==> config.mk <==
export PLATFORM = sky130hd
export DESIGN_NAME = alu_issue
export DESIGN_NICKNAME = d
export VERILOG_FILES = /design/src/rtl/alu_issue.sv
export SDC_FILE = /design/constraint.sdc
export NUM_CORES = 1
export LEC_CHECK = 0
export CAP_MARGIN = 20
export CELL_PAD_IN_SITES_DETAIL_PLACEMENT = 1
export CELL_PAD_IN_SITES_GLOBAL_PLACEMENT = 1
export CORE_ASPECT_RATIO = 0.5
export CORE_UTILIZATION = 26
export DETAILED_ROUTE_END_ITERATION = 7
export HOLD_SLACK_MARGIN = 0.05
export PLACE_DENSITY_LB_ADDON = 0.1
export SLEW_MARGIN = 20
export SYNTH_ARGS = -nofsm -noshare
export SYNTH_HDL_FRONTEND = slang
export SYNTH_SLANG_ARGS = --single-unit
export TNS_END_PERCENT = 1
==> constraint.sdc <==
create_clock -name clk -period 3.5 [get_ports clk]
set_input_delay 0.35 -clock clk [delete_from_list [all_inputs] [get_ports clk]]
set_output_delay 0.35 -clock clk [all_outputs]
set_load 0.005 [all_outputs]
==> src/rtl/alu_issue.sv <==
// Execute-stage ALU issuer: decode into S1, drive the alu, register the result.
// Optional statistics counters are built when ALU_ISSUE_STATS_EN is defined.
`ifndef ALU_ADD
`define ALU_ADD 4'd0
`define ALU_SUB 4'd1
`define ALU_SLL 4'd2
`define ALU_LT  4'd3
`define ALU_LTU 4'd4
`define ALU_XOR 4'd5
`define ALU_SRL 4'd6
`define ALU_SRA 4'd7
`define ALU_OR  4'd8
`define ALU_AND 4'd9
`endif

module alu_issue #(
    parameter int RD_BITS     = 4,
    parameter int STATS_WIDTH = 32
) (
    input  logic                   clk,
    input  logic                   rst,
    input  logic                   in_valid,
    output logic                   in_ready,
    input  logic [6:0]             in_opcode,
    input  logic [2:0]             in_funct3,
    input  logic                   in_funct7_5,
    input  logic [31:0]            in_rs1_data,
    input  logic [31:0]            in_rs2_data,
    input  logic [31:0]            in_imm,
    input  logic [31:0]            in_pc,
    input  logic [RD_BITS-1:0]     in_rd,
    output logic [3:0]             alu_operation,
    output logic [31:0]            alu_a,
    output logic [31:0]            alu_b,
    input  logic [31:0]            alu_result,
    output logic                   out_valid,
    input  logic                   out_ready,
    output logic [RD_BITS-1:0]     out_rd,
    output logic [31:0]            out_data,
    output logic                   out_we,
    output logic                   out_illegal,
    output logic [STATS_WIDTH-1:0] stat_retired,
    output logic [STATS_WIDTH-1:0] stat_stalls
);

    logic               s1_valid;
    logic [RD_BITS-1:0] s1_rd;
    logic               s1_we;
    logic               s1_illegal;

    logic       adv_out, s1_adv, accept;
    logic       is_op, is_opi, is_lui, is_auipc;
    logic [3:0] f3_op;
    logic [3:0] d_op;
    logic [31:0] d_a, d_b;
    logic       d_ill;

    assign adv_out  = !out_valid || out_ready;
    assign in_ready = !s1_valid || adv_out;
    assign s1_adv   = s1_valid && adv_out;
    assign accept   = in_valid && in_ready;

    assign is_op    = in_opcode == 7'b0110011;
    assign is_opi   = in_opcode == 7'b0010011;
    assign is_lui   = in_opcode == 7'b0110111;
    assign is_auipc = in_opcode == 7'b0010111;

    always_comb begin
        f3_op = `ALU_ADD;
        unique case (in_funct3)
            3'b000: f3_op = (is_op && in_funct7_5) ? `ALU_SUB : `ALU_ADD;
            3'b001: f3_op = `ALU_SLL;
            3'b010: f3_op = `ALU_LT;
            3'b011: f3_op = `ALU_LTU;
            3'b100: f3_op = `ALU_XOR;
            3'b101: f3_op = in_funct7_5 ? `ALU_SRA : `ALU_SRL;
            3'b110: f3_op = `ALU_OR;
            3'b111: f3_op = `ALU_AND;
        endcase
    end

    always_comb begin
        d_op  = `ALU_ADD;
        d_a   = '0;
        d_b   = '0;
        d_ill = 1'b0;
        unique case (1'b1)
            is_op: begin
                d_op = f3_op;
                d_a  = in_rs1_data;
                d_b  = in_rs2_data;
            end
            is_opi: begin
                if (in_funct3 == 3'b001 && in_funct7_5) begin
                    d_ill = 1'b1;
                end else begin
                    d_op = f3_op;
                    d_a  = in_rs1_data;
                    // shift immediates only carry a 5-bit shamt
                    if (in_funct3 == 3'b001 || in_funct3 == 3'b101)
                        d_b = {27'b0, in_imm[4:0]};
                    else
                        d_b = in_imm;
                end
            end
            is_lui: d_b = in_imm;
            is_auipc: begin
                d_a = in_pc;
                d_b = in_imm;
            end
            default: d_ill = 1'b1;
        endcase
    end

    always_ff @(posedge clk) begin
        if (rst) begin
            s1_valid      <= 1'b0;
            alu_operation <= `ALU_ADD;
            alu_a         <= '0;
            alu_b         <= '0;
            s1_rd         <= '0;
            s1_we         <= 1'b0;
            s1_illegal    <= 1'b0;
        end else begin
            if (accept) begin
                s1_valid      <= 1'b1;
                alu_operation <= d_op;
                alu_a         <= d_a;
                alu_b         <= d_b;
                s1_rd         <= in_rd;
                s1_we         <= (in_rd != '0) && !d_ill;
                s1_illegal    <= d_ill;
            end else if (s1_adv) begin
                s1_valid <= 1'b0;
            end
        end
    end

    always_ff @(posedge clk) begin
        if (rst) begin
            out_valid   <= 1'b0;
            out_rd      <= '0;
            out_data    <= '0;
            out_we      <= 1'b0;
            out_illegal <= 1'b0;
        end else begin
            if (adv_out)
                out_valid <= s1_valid;
            if (s1_adv) begin
                out_rd      <= s1_rd;
                out_data    <= s1_illegal ? '0 : alu_result;
                out_we      <= s1_we;
                out_illegal <= s1_illegal;
            end
        end
    end

`ifdef ALU_ISSUE_STATS_EN
    always_ff @(posedge clk) begin
        if (rst) begin
            stat_retired <= '0;
            stat_stalls  <= '0;
        end else begin
            if (out_valid && out_ready)
                stat_retired <= stat_retired + STATS_WIDTH'(1);
            if (out_valid && !out_ready)
                stat_stalls <= stat_stalls + STATS_WIDTH'(1);
        end
    end
`else
    assign stat_retired = '0;
    assign stat_stalls  = '0;
`endif

endmodule

## After elaboration in Yosys (flattened, before gate mapping)

Cells that the tools add are included.

| operators by class | value |
|---|---|
| reduce and logical (&&, ||, !) cells | 16 |
| equal/unequal tests | 11 |
| multiplexer cells | 15 |

Operators by type and width:

| kind | number |
|---|---|
| one-hot mux 32 bit (3 select lines) | 2 |
| two-way mux 32 bit | 4 |
| one-hot mux 4 bit (8 select lines) | 1 |
| == test 7 x 5 -> 1 bit, second input constant | 2 |
| == test 7 x 6 -> 1 bit, second input constant | 2 |
| == test 3 bit, second input constant | 4 |
| one-hot mux 4 bit (2 select lines) | 1 |
| == test 3 x 2 -> 1 bit, second input constant | 2 |
| logical AND 1 bit | 5 |
| two-way mux 1 bit | 5 |
| two-way mux 4 bit | 1 |
| nonzero test 4 bit | 1 |
| == test 3 x 1 -> 1 bit, second input constant | 1 |
| zero test 1 bit | 3 |
| zero test 3 bit | 1 |
| logical OR 1 bit | 3 |
| OR reduction 3 bit | 1 |
| one-hot mux 1 bit (2 select lines) | 1 |
| nonzero test 2 bit | 1 |
| OR reduction 2 bit | 1 |

| storage, ports and cells | value |
|---|---|
| bits in registers | 114 |
| output and inout port bits | 172 |
| word-level logic and storage cells | 54 |
| input bits | 179 |

## Logic depth before layout (Yosys ltp)

Gate-level depths: netlist (run 1).

| depth | value |
|---|---|
| depth after elaboration | 6 |
| gate-level depth with buffers | 7 |
| depth with buffers taken out | 4 |

## Worst setup path after synthesis (run 1)

Ideal clock, no wire load.

| timing path | value |
|---|---|
| path type | input to register |
| from | input in_opcode[3] |
| to | register alu_b[16] |
| stages | 6 |
| path buffers | 2 |
| library setup time | 0.122 ns |
| required time | 3.378 ns |
| path slack | 1.903 ns |
| arrival | 1.476 ns |
| cell sequence | and4bb_2 > and4_4 > and2_1 > buf_6 > buf_6 > a221o_1 |

| on the way | value |
|---|---|
| longest elaborated chain between the ends | 3 |
| elaborated cells between the ends (all ways) | 6 |
| classes of those cells | eq/ne (4); mux (1); reduce/logical (1) |

Ends and longest elaborated chain:

| element | RTL line | source |
|---|---|---|
| start, declared | 24 | `input logic [6:0] in_opcode,` |
| == test 7 x 6 -> 1 bit / == test 7 x 5 -> 1 bit (equally long branches) | 65, 66 |  |
| OR reduction 2 bit (no source line) | -- |  |
| one-hot mux 32 bit (3 select lines) (*) | 87 | `unique case (1'b1)` |
| end signal, assigned | 120 | `alu_b <= '0;` |
| end signal, assigned | 129 | `alu_b <= d_b;` |
| end, declared | 34 | `output logic [31:0] alu_b,` |

Every way passes the cells marked *; elsewhere a longest branch is shown, timed or not.
A chain may end at the register's enable or synchronous reset.

## Final worst setup path (run 1)

| timing path | value |
|---|---|
| from | input in_valid |
| to | register alu_a[7] |

| on the way | value |
|---|---|
| longest elaborated chain between the ends | 1 |

Ends and longest elaborated chain:

| element | RTL line | source |
|---|---|---|
| start, declared | 22 | `input logic in_valid,` |
| logical AND 1 bit | 61 | `assign accept = in_valid && in_ready;` |
| end signal, assigned | 119 | `alu_a <= '0;` |
| end signal, assigned | 128 | `alu_a <= d_a;` |
| end, declared | 33 | `output logic [31:0] alu_a,` |

No other way between the ends.

==> flow_metrics.py, run 1 <==
metrics = {
    "status": {
        "status": "finished, final reports clean",
    },
    "hold_path": {
        "hp-class": "reg2reg",
        "min_path_cells": 2,
        "min_from": "out_data[24]$_SDFFE_PP0P_",
        "holdPathEnd": "out_data[24]$_SDFFE_PP0P_",
    },
    "yosys": {
        "yosysTopAreaCell": "dfxtp_1",
        "netlist_area_mm2": 0.005052,
        "synth_cell_types": 39,
        "synth-seq-cells": 114,
        "syn_inst": 538,
        "netlist_top_cells_area": "dfxtp_1, a221o_1, buf_4, and2_1, a21oi_1",
        "synth_top_cell_area_share_pct": 45.17,
        "yosysWarnings": 0,
        "yosysSeqAreaShare_pct": 45.17,
        "syn_avg_cell_area_um2": 9.391,
    },
    "placed_design": {
        "dp_hpwl_um": 13450,
        "io_buffers": 286,
        "place_congestion": 0.7113,
    },
    "routing": {
        "drt-total-wl_um": 18700,
        "wl_per_cell_um": 17.33,
        "drtIter0Drc": 151,
        "drc": 0,
        "drt_first_pass_iters": 4,
        "via_count": 4825,
        "drtAntennaViolNets": 0,
        "vias_per_cell": 4.472,
    },
    "cells_and_area": {
        "fillerInstances": 2161,
        "area.growth.synth_to_final_pct": 67.43,
        "final_common_cell": "clkdlybuf4s50_1",
        "antennaDiodeCount": 0,
        "postLayoutCoreUtil_pct": 45.24,
        "finalNetCount": 988,
        "drive_gt1_share_pct": 5.732,
        "final_cell_mix": "clkdlybuf4s50_1, dfxtp_1, nand2_1, conb_1, a221o_1",
    },
    "cts": {
        "clkTransAtPathRegs_ns": 0.05,
        "cts_tree": "yes",
        "clock_sinks": 114,
        "postCtsHoldBufs": 0,
        "worstSkewPairLatency_ns": 0.41,
        "root_buffer": "clkbuf_16",
        "cts.path.max_buffers": 2,
        "cts_setup_buffers": 0,
        "cts_resized": 0,
        "h-tree-depth": 4,
        "cts_inserted_buffers": 17,
    },
    "timing": {
        "tightest_slew_ns": 0.6320,
        "final_max_slew_viol_count": 0,
        "setup_violations": 0,
        "final-hold-violation-count": 0,
        "min_period_over_period_pct": 55.42,
        "period_needed_ns": 1.940,
        "max_slew_margin_pct": 57.87,
        "fmax_mhz": 515.5,
        "fin_skew_ns": 0.01012,
        "rsz0062_at_grt": "no",
        "setup-tns-final_ns": 0,
    },
    "worst_setup_path": {
        "cp-start-kind": "input pin",
        "worstPathRequired_ns": 3.85,
        "worst_r2r_startpoint": "out_valid$_SDFFE_PP0P_",
        "setup.reg_to_reg.worst_slack_ns": 1.78,
        "crit_path_end_kind": "flip-flop",
        "crit_type": "in2reg",
        "cp.arrival_ns": 2.29,
        "timing.rr.end": "out_data[8]$_SDFFE_PP0P_",
        "reg2regPathDepth": 5,
        "cp_max_fo": 31,
    },
    "global_routing": {
        "grt_max_degree": 65,
        "grtUsageTotal_pct": 18.04,
        "overflow": 0,
        "grt_pass1_wl_um": 27230,
        "antenna_found_initial": 0,
        "grt_pass1_vias": 4833,
    },
    "run": {
        "max_cap_viol_count": 0,
    },
    "pwr": {
        "finalPower_mw": 3.505,
        "ir_worst_vdd_mv": 0.3088,
        "cellPowerDensity_mw_per_mm2": 414.3,
        "p_leak_nw": 3.282,
    },
    "floorplanning": {
        "core_mm2": 0.01870,
        "die_w_um": 199.1,
        "die_area_mm2": 0.02003,
        "ios": 351,
        "die_height_um": 100.6,
        "initial_utilization_pct": 27.02,
        "rows": 35,
    },
}
[synth_stat cells]
cell type    n
dfxtp_1    114
buf_4       68
nand2_1     64
a221o_1     59
a21oi_1     52
and2_1      44
nand3b_1    34
clkbuf_1    22
and3_1      17
buf_2       10
o21ai_0      7
a22oi_1      5
inv_1        5
buf_6        4
nor2b_1      4
nor2_1       3
nor3_2       3
nand2b_1     2
a2111o_1     1
a21oi_2      1
a22o_1       1
and2_0       1
and3b_1      1
and4_4       1
and4bb_2     1
buf_1        1
conb_1       1
nand3b_4     1
nand4_1      1
nand4_2      1
nor3_1       1
nor4_1       1
nor4bb_1     1
o21ba_2      1
o22ai_1      1
o311ai_0     1
o32a_1       1
or3_1        1
or4_1        1
[final cells by class]
class	count	area, um2	share of cell area, %
clock buffers	26	529.3	6.256
clock inverters	4	70.07	0.8283
inverters	5	18.77	0.2219
multi-input cells	377	2316	27.38
flip-flops and latches	114	2283	26.99
well taps	259	324.1	3.831
repair buffers	294	2918	34.49
[registers in the layout, summed over array words and instances (netlist names)]
register	count
out_valid	1
out_we	1
out_rd	4
alu_b	32
alu_operation	4
s1_we	1
alu_a	32
s1_valid	1
out_illegal	1
s1_illegal	1
out_data	32
s1_rd	4
[metrics by stage]
step / hold WS [ns] / std cells / cell area [um2] / worst slack [ns]
floorplan: 0.4321 / 601 / 5289 / 1.903
global placement: 0.4374 / 1049 / 7859 / 1.195
detailed placement: 0.4434 / 1049 / 7860 / 1.092
CTS: 0.4515 / 1079 / 8459 / 1.535
global route: 0.4673 / 1079 / 8459 / 1.442
finish: 0.4479 / 1079 / 8459 / 1.560
[worst max-delay path, stage by stage]
cell and delay, ns:
clkdlybuf4s50_1 0.59, nor2b_1 0.25, nand4_2 0.26, nor3_4 0.23, buf_4 0.37, a221o_1 0.23
[per-layer routing]
metal,up-vias,GRT usage [%],part of all wire [%]
met3,17,6.390,7.9
met4,0,6.095,1.3
li1,2337,-,-
met1,2309,20.80,42
met2,162,31.12,48
met5,-,0,0
[logic make-up after synthesis]
family	count (synthesis)	share of synthesized area, %
and+or+nand+nor	183	21.15
DFF	114	45.17
AOI/OAI and AO/OA	130	19.54
buffers and inverters	110	14.07
other	1	0.07422
[power breakdown]
part / switching [mW] / internal, mW
sequential: 0.0208 / 1.32
clock: 0.603 / 1.17
combinational: 0.139 / 0.246
total: 0.763 / 2.74
[how the worst max path moves through the flow]
stage	startpoint	endpoint	slack (ns)
detailed placement	in_valid	alu_a[7]$_SDFFE_PP0P_	1.09
global route	in_valid	alu_a[5]$_SDFFE_PP0P_	1.44
global placement	in_valid	alu_a[23]$_SDFFE_PP0P_	1.19
CTS	in_valid	alu_a[7]$_SDFFE_PP0P_	1.53
finish	in_valid	alu_a[7]$_SDFFE_PP0P_	1.56
floorplan	in_opcode[3]	alu_b[16]$_SDFFE_PP0P_	1.90
No activity file was read; power rests on OpenSTA's default activity.
==> inputs of run 2 (changes only) <==
--- a/config.mk
+++ b/config.mk
@@ -9,7 +9,7 @@
 export CELL_PAD_IN_SITES_DETAIL_PLACEMENT = 1
 export CELL_PAD_IN_SITES_GLOBAL_PLACEMENT = 1
 export CORE_ASPECT_RATIO = 0.5
-export CORE_UTILIZATION = 26
+export CORE_UTILIZATION = 25
 export DETAILED_ROUTE_END_ITERATION = 7
 export HOLD_SLACK_MARGIN = 0.05
 export PLACE_DENSITY_LB_ADDON = 0.1
==> constraint.sdc (replaced) <==
create_clock -name clk -period 1.9 [get_ports clk]
set_input_delay 0.19 -clock clk [delete_from_list [all_inputs] [get_ports clk]]
set_output_delay 0.19 -clock clk [all_outputs]
set_load 0.005 [all_outputs]
==> run 2 against run 1 <==
Worst setup slack worse by 1.3 ns. Critical path depth down 4. Final cell count up 2.6%. Combinational power up 100%. Register-to-register slack worse by 1.5 ns. Sequential power up 83%. Critical path type is now reg2out. Largest power group unchanged.
==> flow_metrics.py, run 2 (synthesis gave the netlist of run 1 again) <==
metrics = {
    "floorplanning": {
        "die_height_um": 102.5,
        "rows": 36,
        "core_mm2": 0.01964,
        "die_area_mm2": 0.02082,
        "die_w_um": 203.0,
        "initial_utilization_pct": 25.73,
        "ios": 351,
    },
    "global_routing": {
        "grt_pass1_vias": 4918,
        "overflow": 0,
        "antenna_found_initial": 1,
        "grt_max_degree": 51,
        "grt_pass1_wl_um": 28490,
        "grtUsageTotal_pct": 18.13,
    },
    "routing": {
        "vias_per_cell": 4.432,
        "drc": 0,
        "drtIter0Drc": 213,
        "drtAntennaViolNets": 0,
        "drt_first_pass_iters": 4,
        "drt-total-wl_um": 19400,
        "via_count": 4906,
        "wl_per_cell_um": 17.53,
    },
    "hold_path": {
        "hp-class": "in2reg",
        "holdPathEnd": "alu_b[4]$_SDFFE_PP0P_",
        "min_from": "rst",
        "min_path_cells": 5,
    },
    "timing": {
        "final_max_slew_viol_count": 0,
        "period_needed_ns": 1.666,
        "final-hold-violation-count": 0,
        "max_slew_margin_pct": 57.53,
        "tightest_slew_ns": 0.6304,
        "min_period_over_period_pct": 87.67,
        "setup-tns-final_ns": 0,
        "setup_slack_ns": 0.2343,
        "fin_skew_ns": 0.006644,
        "setup_violations": 0,
        "fmax_mhz": 600.3,
        "rsz0062_at_grt": "no",
    },
    "cells_and_area": {
        "multi_input_area_mm2": 0.002318,
        "drive_gt1_share_pct": 8.086,
        "postLayoutCoreUtil_pct": 44.07,
        "final_cell_mix": "clkdlybuf4s50_1, dfxtp_1, nand2_1, conb_1, a221o_1",
        "final_cell_area_mm2": 0.008655,
        "reg.largest.list": "alu_a: 32 flops, alu_b: 32 flops, out_data: 32 flops",
        "area.growth.synth_to_final_pct": 71.30,
        "seq_area_mm2": 0.002282,
        "fillerInstances": 2203,
        "finalNetCount": 1009,
        "layoutNonFillerInstCount": 1107,
        "antennaDiodeCount": 0,
        "final_common_cell": "clkdlybuf4s50_1",
    },
    "placed_design": {
        "dp_hpwl_um": 14310,
        "io_buffers": 286,
        "placed_area_mm2": 0.008103,
        "pre_cts_ws_ns": -0.04947,
        "place_inst": 1077,
        "place_congestion": 0.7569,
    },
    "worst_setup_path": {
        "setup.reg_to_reg.worst_slack_ns": 0.29,
        "crit_path_end_kind": "output pin",
        "crit_type": "reg2out",
        "reg2regPathDepth": 5,
        "critPathLaunch": "s1_valid$_SDFFE_PP0P_",
        "worst_r2r_startpoint": "s1_valid$_SDFFE_PP0P_",
        "cp-start-kind": "flip-flop",
        "cp_max_fo": 8,
        "worstPathRequired_ns": 1.71,
        "timing.rr.end": "alu_b[5]$_SDFFE_PP0P_",
        "cp.arrival_ns": 1.48,
    },
    "pwr": {
        "cellPowerDensity_mw_per_mm2": 719.5,
        "p_leak_nw": 3.381,
        "ir_worst_vdd_mv": 0.5067,
    },
    "run": {
        "max_cap_viol_count": 0,
    },
    "cts": {
        "worstSkewPairLatency_ns": 0.41,
        "h-tree-depth": 4,
        "root_buffer": "clkbuf_16",
        "clkTransAtPathRegs_ns": 0.05,
        "cts_tree": "yes",
        "cts_resized": 0,
        "cts_inserted_buffers": 17,
        "cts.path.max_buffers": 2,
        "clock_sinks": 114,
        "postCtsHoldBufs": 0,
        "cts_setup_buffers": 0,
    },
    "status": {
        "status": "finished, final reports clean",
    },
}
==> run 2: cell count changes in the layout (fill, tap and decap cells not counted) <==
cell / delta
dfxtp_2: -1
nor2b_1: -1
bufinv_16: -2
dfxtp_1: +1
clkinv_2: +1
buf_12: +6
buf_4: +15
clkinvlp_4: +1
nor2b_2: +1
==> run 2: worst max path at each step <==
stage	to	cells past startpoint
3_3_place_gp	alu_b[26]$_SDFFE_PP0P_	6
2_1_floorplan	alu_b[16]$_SDFFE_PP0P_	6
4_1_cts	in_ready	2
3_5_place_dp	alu_b[24]$_SDFFE_PP0P_	6
6_report	in_ready	2
5_1_grt	in_ready	2
==> run 2: worst max-delay path: stages (launching register included) <==
cell             delay (ns)
dfxtp_1                0.40
nand3b_4               0.17
clkdlybuf4s50_1        0.49
==> run 2: per-layer routing <==
metal / share of wire (%) / vias to the layer above / GRT usage [%] / routed length (um)
met4: 1.3 / 2 / 6.651 / 256
li1: - / 2372 / - / -
met3: 7.0 / 18 / 5.942 / 1367
met1: 43 / 2338 / 21.67 / 8396
met2: 48 / 176 / 30.82 / 9370
met5: 0.062 / - / 0 / 12
==> run 2: where the power goes <==
part	switching, mW	internal (mW)
sequential	0.0269	2.44
combinational	0.282	0.487
clock	1.10	1.89
total	1.41	4.81
==> run 2: metrics by stage <==
stage / hold slack [ns] / power, mW
finish: 0.3333 / 6.227
global route: 0.3314 / 6.512
CTS: 0.3178 / 6.327
detailed placement: 0.4438 / 3.289
global placement: 0.4357 / 3.283
floorplan: 0.3195 / 2.819
==> run 2: final cells by class <==
class | instances | share of cell area (%)
clock buffer | 26 | 6.115
clock inverter | 4 | 0.2602
inverter | 5 | 0.2169
multi-input combinational | 377 | 26.79
sequential | 114 | 26.37
tap | 266 | 3.846
timing repair buffer | 315 | 36.40
==> inputs of run 3 (changes only) <==
--- a/config.mk
+++ b/config.mk
@@ -10,9 +10,11 @@
 export CELL_PAD_IN_SITES_GLOBAL_PLACEMENT = 1
 export CORE_ASPECT_RATIO = 0.5
 export CORE_UTILIZATION = 25
+export CTS_CLUSTER_DIAMETER = 100
 export DETAILED_ROUTE_END_ITERATION = 7
 export HOLD_SLACK_MARGIN = 0.05
 export PLACE_DENSITY_LB_ADDON = 0.1
+export SKIP_CTS_REPAIR_TIMING = 1
 export SLEW_MARGIN = 20
 export SYNTH_ARGS = -nofsm -noshare
 export SYNTH_HDL_FRONTEND = slang
==> results of run 3 <==
The final DEF is identical to that of run 2; final timing and power are the same.
